===== config.mk =====
export PLATFORM = sky130hd
export DESIGN_NAME = cache_read_responder
export DESIGN_NICKNAME = d
export VERILOG_FILES = /design/src/rtl/cache_read_responder_pkg.sv /design/src/rtl/cache_read_responder_resp_lane_fifo.sv /design/src/rtl/cache_read_responder.sv
export SDC_FILE = /design/constraint.sdc
export NUM_CORES = 1
export LEC_CHECK = 0
export CAP_MARGIN = 20
export CORE_MARGIN = 5
export CORE_UTILIZATION = 57
export CTS_CLUSTER_SIZE = 28
export DETAILED_ROUTE_END_ITERATION = 16
export DONT_BUFFER_PORTS = 1
export PLACE_DENSITY = 0.75
export SYNTH_ARGS = -nofsm -noshare
export SYNTH_HDL_FRONTEND = slang
export SYNTH_SLANG_ARGS = --single-unit

===== constraint.sdc =====
create_clock -name clk -period 5.57 [get_ports clk]
set_input_delay 1.114 -clock clk [delete_from_list [all_inputs] [get_ports clk]]
set_output_delay 1.114 -clock clk [all_outputs]
set_load 0.01 [all_outputs]

===== src/rtl/cache_read_responder_pkg.sv =====
// Shared globals for the cache read-return path: bus widths, lane indices, round-robin helper.
// Latency: n/a (types, constants and a pure function only).
// Backpressure: n/a.
package cache_read_responder_pkg;

  localparam int DATA_WIDTH               = 32;
  localparam int NETWORK_ADDRESS_WIDTH    = 4;
  localparam int CACHE_BANK_ADDRESS_WIDTH = 8;

  localparam int NUM_LANES       = 4;
  localparam int RESP_PORT_WIDTH = 2;

  // Lane index constants, matching the rd_valid bit order.
  typedef enum logic [1:0] {
    NORTH = 2'd0,
    SOUTH = 2'd1,
    EAST  = 2'd2,
    WEST  = 2'd3
  } lane_e;

  // Round-robin pick: first requesting lane at ptr+1, ptr+2, ... (ptr itself last).
  // Returns {found, lane}.
  function automatic logic [2:0] rrPick(input logic [1:0] ptr, input logic [3:0] req);
    logic [1:0] idx;
    rrPick = '0;
    // Walk from lowest priority to highest so the last hit wins.
    for (int k = NUM_LANES; k >= 1; k--) begin
      idx = ptr + 2'(k);
      if (req[idx]) rrPick = {1'b1, idx};
    end
  endfunction

endpackage


===== src/rtl/cache_read_responder_resp_lane_fifo.sv =====
// Single-clock per-lane completion FIFO with wrap-bit pointers and a register-array head.
// Latency: a push is visible at head after the edge that writes it; head is read combinationally.
// Backpressure: push is dropped when full unless a pop happens on the same edge.
module resp_lane_fifo #(
  parameter int W     = 44,
  parameter int DEPTH = 4
) (
  input  logic         clk,
  input  logic         reset,
  input  logic         push,
  input  logic [W-1:0] pushData,
  input  logic         pop,
  output logic         full,
  output logic         empty,
  output logic [W-1:0] head
);

  localparam int AW = $clog2(DEPTH);

  logic [W-1:0] mem [DEPTH];
  logic [AW:0]  wrPtr;
  logic [AW:0]  rdPtr;
  logic         doPush;
  logic         doPop;

  assign empty  = (wrPtr == rdPtr);
  assign full   = ((wrPtr - rdPtr) == (AW+1)'(DEPTH));
  assign doPop  = pop && !empty;
  // A pop on the same edge frees the slot the push needs.
  assign doPush = push && (!full || doPop);
  assign head   = mem[rdPtr[AW-1:0]];

  // Storage write; contents need no reset since the pointers define validity.
  always_ff @(posedge clk) begin
    if (doPush) mem[wrPtr[AW-1:0]] <= pushData;
  end

  // Pointer update; reset empties the queue.
  always_ff @(posedge clk) begin
    if (reset) begin
      wrPtr <= '0;
      rdPtr <= '0;
    end else begin
      if (doPush) wrPtr <= wrPtr + 1'b1;
      if (doPop)  rdPtr <= rdPtr + 1'b1;
    end
  end

endmodule


===== src/rtl/cache_read_responder.sv =====
// Queues per-lane cache read completions and merges them round-robin into one response stream.
// Latency: completion sampled at edge k is on resp_* after edge k+1 at the earliest (fully registered).
// Backpressure: resp_ready low holds resp_* and stops pops; full lanes drop with drop_pulse.
// Optional: define RESP_DROP_COUNT_EN to add the saturating drop_count output.
module cache_read_responder
  import cache_read_responder_pkg::*;
#(
  parameter int DATA_W      = DATA_WIDTH,
  parameter int NET_ADDR_W  = NETWORK_ADDRESS_WIDTH,
  parameter int BANK_ADDR_W = CACHE_BANK_ADDRESS_WIDTH,
  parameter int FIFO_DEPTH  = 4
) (
  input  logic                             clk,
  input  logic                             reset,
  input  logic [NUM_LANES-1:0]             rd_valid,
  input  logic [NUM_LANES*NET_ADDR_W-1:0]  rd_requester,
  input  logic [NUM_LANES*BANK_ADDR_W-1:0] rd_addr,
  input  logic [NUM_LANES*DATA_W-1:0]      rd_data,
  output logic                             resp_valid,
  input  logic                             resp_ready,
  output logic [NET_ADDR_W-1:0]            resp_dest,
  output logic [RESP_PORT_WIDTH-1:0]       resp_port,
  output logic [BANK_ADDR_W-1:0]           resp_addr,
  output logic [DATA_W-1:0]                resp_data,
  output logic [NUM_LANES-1:0]             lane_full,
`ifdef RESP_DROP_COUNT_EN
  output logic [15:0]                      drop_count,
`endif
  output logic [NUM_LANES-1:0]             drop_pulse
);

  localparam int ENTRY_W = NET_ADDR_W + BANK_ADDR_W + DATA_W;

  logic [ENTRY_W-1:0]   laneHead [NUM_LANES];
  logic [NUM_LANES-1:0] laneEmpty;
  logic [NUM_LANES-1:0] laneFull;
  logic [NUM_LANES-1:0] popVec;
  logic [NUM_LANES-1:0] dropNow;
  logic [ENTRY_W-1:0]   headSel;
  logic [2:0]           pick;
  logic                 loadReg;
  logic [1:0]           rrPtr;

  for (genvar i = 0; i < NUM_LANES; i++) begin : g_lane
    resp_lane_fifo #(
      .W    (ENTRY_W),
      .DEPTH(FIFO_DEPTH)
    ) u_fifo (
      .clk     (clk),
      .reset   (reset),
      .push    (rd_valid[i]),
      .pushData({rd_requester[i*NET_ADDR_W +: NET_ADDR_W],
                 rd_addr[i*BANK_ADDR_W +: BANK_ADDR_W],
                 rd_data[i*DATA_W +: DATA_W]}),
      .pop     (popVec[i]),
      .full    (laneFull[i]),
      .empty   (laneEmpty[i]),
      .head    (laneHead[i])
    );
  end

  // Full flags come straight from registered FIFO pointers.
  assign lane_full = laneFull;

  // Arbitrate over non-empty lanes and derive pops and drops for this edge.
  always_comb begin
    pick    = rrPick(rrPtr, ~laneEmpty);
    loadReg = !resp_valid || resp_ready;
    popVec  = '0;
    if (loadReg && pick[2]) popVec[pick[1:0]] = 1'b1;
    dropNow = rd_valid & laneFull & ~popVec;
    headSel = laneHead[pick[1:0]];
  end

  // Output register: reload when empty or accepted; pointer moves only on a pop.
  always_ff @(posedge clk) begin
    if (reset) begin
      resp_valid <= 1'b0;
      resp_dest  <= '0;
      resp_port  <= '0;
      resp_addr  <= '0;
      resp_data  <= '0;
      rrPtr      <= 2'(WEST);
    end else if (loadReg) begin
      if (pick[2]) begin
        resp_valid <= 1'b1;
        resp_dest  <= headSel[ENTRY_W-1 -: NET_ADDR_W];
        resp_port  <= pick[1:0];
        resp_addr  <= headSel[DATA_W +: BANK_ADDR_W];
        resp_data  <= headSel[DATA_W-1:0];
        rrPtr      <= pick[1:0];
      end else begin
        resp_valid <= 1'b0;
      end
    end
  end

  // One-cycle drop indication per lane.
  always_ff @(posedge clk) begin
    if (reset) drop_pulse <= '0;
    else       drop_pulse <= dropNow;
  end

`ifdef RESP_DROP_COUNT_EN
  logic [16:0] dropSum;
  assign dropSum = {1'b0, drop_count} + 17'($countones(dropNow));

  // Saturating total of discarded completions across all lanes.
  always_ff @(posedge clk) begin
    if (reset) drop_count <= '0;
    else       drop_count <= dropSum[16] ? 16'hFFFF : dropSum[15:0];
  end
`endif

endmodule


==> key figures <==
Cells and area
  • Share of cells above drive strength 1: 21.9%
  • Fin util: 63.8%
  • Nets@finish: 1830
  • Area growth syn-to-layout: 10.7%
  • Finished Cell Area: 33600 um2
  • Area of the multi-input gates: 7120 um2
  • Reg area: 22900 um2
  • ANT cells: 0
  • Fill count: 3466

Place
  • Dpl cell area: 31200 um2
  • HPWL Detailed: 44100 um
  • Port Buffers: 0
  • Routability cong.: 0.837

Yosys
  • Primary FF master, synth: edfxtp_1
  • Post-synth EDFFs: 704
  • Syn Nets: 1797
  • Synthesized area per cell: 19.1 um2
  • Synth warn: 0
  • Seq cells post-synth: 789
  • Sequential fraction of the synthesis area: 75.3%
  • Ys async rst share: 0%
  • Synthesized cell area: 30300 um2
  • Synth Instances: 1586
  • Yosys cell types: 62

STA
  • Period utilization: 77.8%
  • F_max: 231 MHz
  • Total negative setup slack: 0 ps
  • Slew Limit Fails: 0
  • RSZ-0062 raised after global routing: false
  • Min cycle time layout: 4330 ps
  • Final-report hold violation count: 0
  • Setup-failing EPs final: 0
  • Max-slew headroom: 33.9%
  • Hold Worst Slack: 508 ps
  • Worst slew pin tran: 991 ps
  • Clock Skew: 17.3 ps

CTS
  • # resized after CTS: 0
  • Clock transition at path regs: 60 ps
  • Post-CTS Setup Inserts: 0
  • CTS tree: done
  • Hold_buf cts: 0
  • Worst-Skew Late Latency: 610 ps
  • CTS HTree Levels: 3
  • Num CTS Buffers: 79
  • Max Root-Sink Buffers: 3
  • CTS root buf: clkbuf_16
  • Clock sinks: 789

Flow run
  • Max-cap viol count: 0

Global routing
  • Vias in the first global route: 14900
  • Grt total ovfl: 0
  • First-pass GRT wire length: 97800 um
  • Initial antenna violation count: 1
  • Largest net degree at the start of global routing: 74
  • GRT Util Overall: 23.1%

Setup path
  • FF-to-FF setup slack: 1240 ps
  • Crit. End Element: register
  • Critical Path Start Type: register
  • Worst Setup Path Type: reg -> reg
  • CP required: 5880 ps
  • Reg-to-Reg End: g_lane[0].u_fifo.mem[1][21]
  • Signal arrival time at the worst endpoint: 4650 ps
  • FF-to-FF path depth: 9
  • CP max FO: 54
  • Critical path's slowest cell: and2_2
  • Slowest stage delay, CP: 790 ps
  • Worst R2R Start: g_lane[2].u_fifo.wrPtr[0]
  • Cell Chain, Critical Path: inv_1 > ha_1 > nand2_1 > nor4_1 > a211o_4 > o211ai_2 > a21oi_2 > and2_2 > buf_4

Floorplanning
  • Die outline height: 241 um
  • Site row count: 84
  • Initial core utilization: 57.6%
  • Die width: 241 um
  • Core Area: 52700 um2
  • Die area: 57900 um2
  • Num ports: 238

Pwr
  • Pwr/cell area: 539 nW/um2
  • Final Power: 18.1 mW
  • Lkg Pwr: 11.1 nW
  • Peak supply drop: 0.563 mV

Drt
  • Initial DRT Pass Iterations: 5
  • DR DRC count: 0
  • WL per Instance: 28.3 um
  • Wirelength, routed: 67000 um
  • Routed vias: 14700
  • Routed vias/inst: 6.22
  • Routed Antenna Nets: 0
  • Iter 0 DRT Violations: 1390

Status
  • Run status: complete, no violations

Worst hold path
  • Hold_sp: g_lane[3].u_fifo.rdPtr[1]
  • Hold path cells: 2
  • HP Class: reg -> reg
[routing by layer]
layer | up-vias | global-route usage, % | wire [um]
met5 | - | 0 | 0
met4 | 0 | 6.60 | 1870
met3 | 97 | 9.23 | 7280
met2 | 596 | 35.8 | 32400
met1 | 7638 | 31.1 | 25500
li1 | 6409 | - | -
[Yosys cell counts, types with 2 or more instances]
library cell	n	area, um2
edfxtp_1	704	21100
nand2_1	194	728
mux4_2	176	3960
a21oi_1	107	536
dfxtp_1	85	1700
a211o_1	45	394
clkbuf_1	41	154
ha_1	28	350
buf_2	27	135
inv_1	25	93.8
nor2_1	23	86.3
and2_1	14	87.6
nand3_1	12	60.1
buf_1	10	37.5
o21ai_0	9	45.0
nor2b_1	7	43.8
xnor2_1	5	43.8
buf_4	4	30.0
mux2_1	4	45.0
or3_1	4	25.0
mux2_2	3	33.8
nand2b_1	3	18.8
nor3_1	3	15.0
o21ai_1	3	15.0
a211oi_1	2	15.0
a211oi_2	2	25.0
a311oi_1	2	17.5
and4_1	2	17.5
mux2i_1	2	20.0
o211ai_2	2	25.0
o22ai_1	2	12.5
o311ai_1	2	17.5
o31ai_1	2	15.0
or4_1	2	15.0
xnor2_2	2	32.5
xor2_1	2	17.5
[placed cells by master (no fill, tap or decap), types with 3 or more instances in the layout]
master,Yosys,final
inv_1,25,25
a211o_1,45,44
xnor2_1,5,5
nand3_1,12,12
and2_2,0,13
dfxtp_4,0,3
dfxtp_1,85,77
clkinv_2,0,18
dfxtp_2,0,5
o21ai_0,9,9
or3_1,4,4
nor2b_1,7,7
o21ai_1,3,3
a21oi_1,107,107
nor2_1,23,22
ha_1,28,28
nand2b_1,3,3
edfxtp_1,704,704
clkbuf_1,41,19
clkbuf_16,0,83
mux4_2,176,176
buf_4,4,34
inv_6,0,3
clkinv_1,0,15
mux2_1,4,4
mux2_2,3,3
nand2_1,194,194
[kinds of logic (layout without fill, tap and decap cells)]
family	Yosys count	in the layout	synth area share, %
DFF	789	789	75.3
buffers and inverters	107	202	1.48
xor gates and xnor gates	10	10	0.363
muxes	185	185	13.4
and+or+nand+nor	272	272	3.90
AOI/OAI and AO/OA	195	195	4.43
adders and majority gates	28	28	1.15
[registers in the layout, indices dropped and copies added, names as in the netlist, named ones only]
| register | flops |
|---|---|
| drop_pulse | 4 |
| resp_dest | 4 |
| g_lane.u_fifo.rdPtr | 12 |
| resp_data | 32 |
| rrPtr | 2 |
| g_lane.u_fifo.mem | 704 |
| resp_addr | 8 |
| resp_port | 2 |
| g_lane.u_fifo.wrPtr | 12 |
| resp_valid | 1 |
[power by group]
part | internal [mW] | total (mW) | switching [mW] | leakage [nW]
sequential | 7.61 | 8.10 | 0.486 | 7.17
combinational | 1.85 | 5.09 | 3.24 | 2.75
clock | 2.80 | 4.90 | 2.11 | 1.19
total | 12.3 | 18.1 | 5.84 | 11.1
[layout make-up]
| class | count | area share, % |
|---|---|---|
| Sequential cell | 789 | 68.0 |
| Multi-Input combinational cell | 690 | 21.2 |
| Clock buffer | 104 | 6.48 |
| Tap cell | 688 | 2.56 |
| Timing Repair Buffer | 34 | 0.760 |
| Clock inverter | 39 | 0.663 |
| Inverter | 25 | 0.279 |
[critical path, delay by kind of cell (launching register included)]
family,cells,cell delay [ps]
AOI/OAI and AO/OA,3,1320
buffers and inverters,2,410
and+or+nand+nor,3,1620
adders and majority gates,1,280
DFF,1,390
[metrics by stage]
stage                     cells  setup WS [ps]
after floorplan            1586            284
after global placement     2226           1370
after detailed placement   2226           1180
after CTS                  2369           1190
after global routing       2369            932
final                      2369           1240
[how the worst max path moves through the flow]
| stage | startpoint | to | slack (ps) | depth (start not counted) |
|---|---|---|---|---|
| 2_1_floorplan | g_lane[2].u_fifo.wrPtr[0] | g_lane[3].u_fifo.mem[3][0] | 280 | 7 |
| 3_3_place_gp | g_lane[2].u_fifo.wrPtr[0] | g_lane[0].u_fifo.mem[1][21] | 1370 | 9 |
| 3_5_place_dp | g_lane[2].u_fifo.wrPtr[0] | g_lane[0].u_fifo.mem[2][29] | 1180 | 9 |
| 4_1_cts | g_lane[2].u_fifo.wrPtr[0] | g_lane[0].u_fifo.mem[2][30] | 1190 | 9 |
| 5_1_grt | g_lane[2].u_fifo.wrPtr[0] | g_lane[0].u_fifo.mem[1][14] | 930 | 9 |
| 6_report | g_lane[2].u_fifo.wrPtr[0] | g_lane[0].u_fifo.mem[1][21] | 1240 | 9 |
Note: power is estimated with default switching activity, not from simulation.
